[config.mk]
export PLATFORM = sky130hd
export DESIGN_NAME = rv32i_multiplier_16x16
export DESIGN_NICKNAME = d
export VERILOG_FILES = /design/src/rtl/rv32i_multiplier_pkg.sv /design/src/rtl/rv32i_multiplier_step.sv /design/src/rtl/rv32i_multiplier_16x16.sv
export SDC_FILE = /design/constraint.sdc
export NUM_CORES = 1
export LEC_CHECK = 0
export CAP_MARGIN = 0
export CORE_MARGIN = 5
export CORE_UTILIZATION = 40
export CTS_BUF_LIST = sky130_fd_sc_hd__clkbuf_8
export CTS_CLUSTER_SIZE = 25
export DETAILED_ROUTE_END_ITERATION = 10
export DONT_BUFFER_PORTS = 1
export SLEW_MARGIN = 20
export SYNTH_ARGS = -nofsm -noshare
export SYNTH_HDL_FRONTEND = slang
export SYNTH_HIERARCHICAL = 1
export SYNTH_SLANG_ARGS = --single-unit
[constraint.sdc]
create_clock -name i_clk -period 5.55 [get_ports i_clk]
set_input_delay 0.8325 -clock i_clk [delete_from_list [all_inputs] [get_ports i_clk]]
set_output_delay 0.8325 -clock i_clk [all_outputs]
set_load 0.05 [all_outputs]
[src/rtl/rv32i_multiplier_pkg.sv]
// Shared widths, FSM state type and iteration-count helper for the 16x16
// shift-add multiplier.
package rv32i_multiplier_pkg;

  localparam int MULT_OPERAND_W = 16;
  localparam int MULT_RESULT_W  = 32;
  localparam int MULT_CNT_W     = $clog2(MULT_OPERAND_W);

  typedef enum logic [1:0] {
    IDLE,
    BUSY,
    DONE,
    RELEASE
  } mult_state_e;

  function automatic int mult_iters(input int bits_per_cycle);
    return MULT_OPERAND_W / bits_per_cycle;
  endfunction

endpackage

[src/rtl/rv32i_multiplier_step.sv]
// One shift-add iteration: adds multiplicand x slice to the accumulator as a
// sum of shifted partial terms, one per retired multiplier bit.
module rv32i_multiplier_step
  import rv32i_multiplier_pkg::*;
#(
  parameter int BITS_PER_CYCLE = 1
) (
  input  logic [MULT_RESULT_W-1:0]  acc_i,
  input  logic [MULT_RESULT_W-1:0]  mcand_i,
  input  logic [BITS_PER_CYCLE-1:0] slice_i,
  output logic [MULT_RESULT_W-1:0]  acc_o
);

  logic [BITS_PER_CYCLE-1:0][MULT_RESULT_W-1:0] term;

  for (genvar j = 0; j < BITS_PER_CYCLE; j++) begin : g_term
    assign term[j] = slice_i[j] ? (mcand_i << j) : '0;
  end

  always_comb begin
    acc_o = acc_i;
    for (int j = 0; j < BITS_PER_CYCLE; j++) begin
      acc_o = acc_o + term[j];
    end
  end

endmodule

[src/rtl/rv32i_multiplier_16x16.sv]
// Iterative 16x16 unsigned multiplier with a hold-until-valid request
// handshake; the requester must drop enable between operations.
module rv32i_multiplier_16x16
  import rv32i_multiplier_pkg::*;
#(
  parameter int BITS_PER_CYCLE = 1,
  parameter bit EARLY_EXIT     = 1'b0
) (
  input  logic                      i_clk,
  input  logic                      i_rst,
  input  logic                      i_multiplier_en,
  input  logic [MULT_OPERAND_W-1:0] i_multiplier_operand_one,
  input  logic [MULT_OPERAND_W-1:0] i_multiplier_operand_two,
  output logic                      o_multiplier_valid,
  output logic [MULT_RESULT_W-1:0]  o_multiplier_result,
  output logic                      o_multiplier_busy
);

  localparam int                  N    = mult_iters(BITS_PER_CYCLE);
  localparam logic [MULT_CNT_W-1:0] LAST = MULT_CNT_W'(N - 1);

  mult_state_e               state_q, state_d;
  logic [MULT_RESULT_W-1:0]  mcand_q, mcand_d;
  logic [MULT_OPERAND_W-1:0] mplier_q, mplier_d;
  logic [MULT_RESULT_W-1:0]  acc_q, acc_d;
  logic [MULT_CNT_W-1:0]     cnt_q, cnt_d;
  logic [MULT_RESULT_W-1:0]  result_q, result_d;

  logic [MULT_RESULT_W-1:0]  acc_nxt;
  logic [MULT_OPERAND_W-1:0] mplier_shift;

  rv32i_multiplier_step #(
    .BITS_PER_CYCLE(BITS_PER_CYCLE)
  ) u_step (
    .acc_i  (acc_q),
    .mcand_i(mcand_q),
    .slice_i(mplier_q[BITS_PER_CYCLE-1:0]),
    .acc_o  (acc_nxt)
  );

  assign mplier_shift = mplier_q >> BITS_PER_CYCLE;

  always_comb begin
    state_d  = state_q;
    mcand_d  = mcand_q;
    mplier_d = mplier_q;
    acc_d    = acc_q;
    cnt_d    = cnt_q;
    result_d = result_q;
    unique case (state_q)
      IDLE: begin
        if (i_multiplier_en) begin
          mcand_d  = {{(MULT_RESULT_W-MULT_OPERAND_W){1'b0}}, i_multiplier_operand_one};
          mplier_d = i_multiplier_operand_two;
          acc_d    = '0;
          cnt_d    = '0;
          state_d  = BUSY;
        end
      end
      BUSY: begin
        // Dropping enable mid-operation abandons it; result keeps the last product.
        if (!i_multiplier_en) begin
          state_d = IDLE;
        end else begin
          acc_d    = acc_nxt;
          mcand_d  = mcand_q << BITS_PER_CYCLE;
          mplier_d = mplier_shift;
          cnt_d    = cnt_q + 1'b1;
          if (cnt_q == LAST || (EARLY_EXIT && mplier_shift == '0)) begin
            result_d = acc_nxt;
            state_d  = DONE;
          end
        end
      end
      DONE:    state_d = RELEASE;
      RELEASE: if (!i_multiplier_en) state_d = IDLE;
      default: state_d = IDLE;
    endcase
  end

  always_ff @(posedge i_clk) begin
    if (i_rst) begin
      state_q  <= IDLE;
      mcand_q  <= '0;
      mplier_q <= '0;
      acc_q    <= '0;
      cnt_q    <= '0;
      result_q <= '0;
    end else begin
      state_q  <= state_d;
      mcand_q  <= mcand_d;
      mplier_q <= mplier_d;
      acc_q    <= acc_d;
      cnt_q    <= cnt_d;
      result_q <= result_d;
    end
  end

  assign o_multiplier_valid  = (state_q == DONE);
  assign o_multiplier_result = result_q;
  assign o_multiplier_busy   = (state_q == BUSY) || (state_q == DONE);

endmodule

==> impl_metrics.csv <==
group,metric,value,unit
die,dieHeight,140,µm
synth,yosysSeqAreaShare,0.352,
synth,synth_xor_area_frac,0.0313,
sta,tightest_slew,0.878,ns
final_layout,layoutNonFillerInstCount,975,
min_path,hold_path_class,"in -> reg",
sta,skew,0.0115,ns
sta,finalHoldViolations,0,
sta,post-route-period-util,0.680,
placement,dp_cells,943,
placement,port_buffers,0,
critical_path,path_class,"reg -> reg",
die,die_x,140,µm
placement,dp_slack,1.78,ns
synth,yosysMostFrequentCell,"dfxtp_1",
routing,drtIter0Drc,398,
pwr,p_switching,0.000497,W
sta,slew_viol_final,0,
global_route,grt_most_used_layer,"met2",
cts,cts.sinks,118,
synth,synth_top_family_by_area,"compound AO/OA/AOI/OAI gates",
synth,syn_inst,778,
final_layout,nets,815,
placement,gp_congestion,0.910,
critical_path,path_max_fanout,33,
critical_path,r2r_setup_slack,1.78,ns
sta,fin_ws,1.78,ns
routing,totalWireLength,16500,µm
pwr,irDropWorstVdd,0.137,mV
sta,clock.fmax,265,MHz
sta,fin_tns_setup,0,ns
pwr,power_frac_seq,0.501,
cts,post-cts-setup-buffer-count,0,
sta,max_slew_margin,0.414,
synth,synthAdderAreaFrac,0.0719,
synth,synth_edf_count,0,
cts,clk_latency,0.44,ns
critical_path,arrival,4.10,ns
cts,clock_path_buffers,2,
final_layout,register_area,2360,µm²
pwr,combinationalPowerShare,0.113,
pwr,clockPowerShare,0.387,
synth,synthTopCellsByCount,"dfxtp_1, nor2_1, a21oi_1",
pwr,total_leakage_power,2.78,nW
synth,synth_compound_area_frac,0.281,
synth,synth.area.top_cells,"dfxtp_1, ha_1, a211oi_2",
min_path,hold_start,"i_rst",
synth,syn_avg_cell_area,8.63,µm²
routing,drt_pass1_iterations,5,
pwr,power.density,255,nW/µm²
final_layout,multiInputGateArea,4020,µm²
sta,rsz0062_at_grt,"no",
die,die-area,19500,µm²
final_layout,antenna_cells,0,
min_path,worstHoldPathCells,1,
global_route,grt_usage,0.170,
synth,synth_nets,851,
synth,yosys.area_share.simple,0.166,
synth,synthArstFlopShare,0,
critical_path,r2r_cells,12,
placement,dp_hpwl,11400,µm
global_route,grt_pass1_wl,27400,µm
run,maxCapViolations,0,
synth,netlist.area_leader.share,0.352,
synth,ys_seq_elements,118,
global_route,gr-usage-met2,0.266,
die,coreArea,16500,µm²
global_route,grt_start_max_net_pins,119,
sta,min_period,3.77,ns
cts,cts-root-buf,"clkbuf_8",
final_layout,layout-drive-gt1-share,0.0954,
global_route,met3_usage,0.0467,
critical_path,r2r-start,"mplier_q[0]$_SDFFE_PP0P_",
synth,syn-cell-area,6710,µm²
critical_path,start_kind,"flop",
synth,synthMuxAreaShare,0.0462,
critical_path,r2r-end,"acc_q[28]$_SDFFE_PP0P_",
pwr,swShare,0.276,
die,num_io_pins,69,
cts,cts_tree,"done",
global_route,grt.overflow.total,0,
critical_path,worstPathRequired,5.88,ns
cts,cts_hold_buf,0,
global_route,first_global_vias,5372,
critical_path,worstSetupStartpoint,"mplier_q[0]$_SDFFE_PP0P_",
die,initial_utilization,0.406,
final_layout,fillerInstances,1650,
routing,ant_nets,0,
die,row_count,47,
sta,finalSetupViolations,0,
cts,htree_levels,4,
min_path,hold_end,"mcand_q[6]$_SDFFE_PP0P_",
cts,clkTransAtPathRegs,0.07,ns
synth,yosys.area.top_type,"dfxtp_1",
pwr,p_int,0.00130,W
routing,wire_per_inst,16.9,µm
final_layout,area_growth,5.27,%
synth,ys_warn_count,6,
synth,ys.flop_type,"dfxtp_1",
routing,via_per_inst,5.65,
outcome,status,"completed",
synth,ys_types,59,
global_route,grtUsageMet1,0.224,
cts,numCtsBuffers,17,
critical_path,endpoint_kind,"flop",
cts,cts_resized,0,
routing,vias,5504,
global_route,antenna_found_initial,0,
routing,drc,0,
==> registers in the layout (all words and copies together), names as in the netlist, named ones only <==
| signal | count |
|---|---|
| mcand_q | 32 |
| state_q | 1 |
| mplier_q | 16 |
| acc_q | 32 |
| o_multiplier_result | 32 |
| cnt_q | 4 |
==> stage by stage <==
| step | cell area (µm²) | power [W] | util | hold slack, ns |
|---|---|---|---|---|
| global placement | 6710 | 0.00112 | 0.406 | 0.478 |
| CTS | 7060 | 0.00183 | 0.427 | 0.419 |
| finish | 7070 | 0.00180 | 0.428 | 0.460 |
| detailed placement | 6710 | 0.00113 | 0.406 | 0.495 |
| global route | 7070 | 0.00189 | 0.428 | 0.414 |
| floorplan | 6710 | 0.00111 | - | 0.466 |
==> logic make-up (layout without fill, tap and decap cells) <==
| family | after synthesis | in the layout |
|---|---|---|
| adders and majority gates | 38 | 38 |
| DFF | 118 | 118 |
| muxes | 31 | 31 |
| and+or+nand+nor | 235 | 235 |
| xor gates and xnor gates | 24 | 24 |
| buffers and inverters | 67 | 44 |
| AOI/OAI and AO/OA | 265 | 265 |
==> critical path: stages (launching register included) <==
cell and delay [ns]:
dfxtp_1 0.59, and2_1 0.31, ha_1 0.22, fa_1 0.42, a21o_1 0.22, a221oi_2 0.40
a211oi_2 0.17, a21oi_2 0.28, o221ai_2 0.19, and4_1 0.23, or3_1 0.39, a22oi_1 0.18
nor2_1 0.06
==> power groups by stage <==
stage / combinational [W] / sequential, W / clock, W
after CTS: 0.000205 / 0.000901 / 0.000725
after detailed placement: 0.000205 / 0.000921 / 0
after global routing: 0.000223 / 0.000906 / 0.000764
after global placement: 0.000197 / 0.000918 / 0
after floorplan: 0.000204 / 0.000909 / 0
final: 0.000203 / 0.000902 / 0.000696
==> cells in the final DEF, fill, tap and decap left out, types with 11 or more instances in the layout <==
master    count
a21o_1       19
a22oi_1      51
nor3_1       11
nand2_1      21
mux2i_1      31
clkbuf_8     18
nand3_1      46
xor2_1       12
a211oi_2     32
a21oi_1      69
ha_1         36
xnor2_1      12
dfxtp_1     118
inv_1        13
nor2_1       99
and2_1       32
o21ai_0      48
==> area by class of cell <==
type / instances / area share
clock buffer: 18 / 0.0351
sequential: 118 / 0.334
inverter: 8 / 0.00425
tap: 220 / 0.0390
clock inverter: 14 / 0.0138
multi-input combinational: 593 / 0.569
timing repair buffer: 4 / 0.00425
==> layer usage <==
metal / vias to the layer above / share of wire
met2: 103 / 0.46
met1: 2604 / 0.48
met3: 28 / 0.046
met4: 0 / 0.021
li1: 2769 / -
met5: - / 0
==> how the worst max path moves through the flow <==
| stage | end | slack (ns) | cells after the start |
|---|---|---|---|
| floorplan | acc_q[28]$_SDFFE_PP0P_ | 2.54 | 12 |
| global placement | acc_q[28]$_SDFFE_PP0P_ | 1.88 | 12 |
| detailed placement | acc_q[30]$_SDFFE_PP0P_ | 1.78 | 12 |
| CTS | acc_q[30]$_SDFFE_PP0P_ | 1.75 | 12 |
| global route | acc_q[30]$_SDFFE_PP0P_ | 1.36 | 12 |
| finish | acc_q[28]$_SDFFE_PP0P_ | 1.78 | 12 |
(Power assumes the default switching activity.)
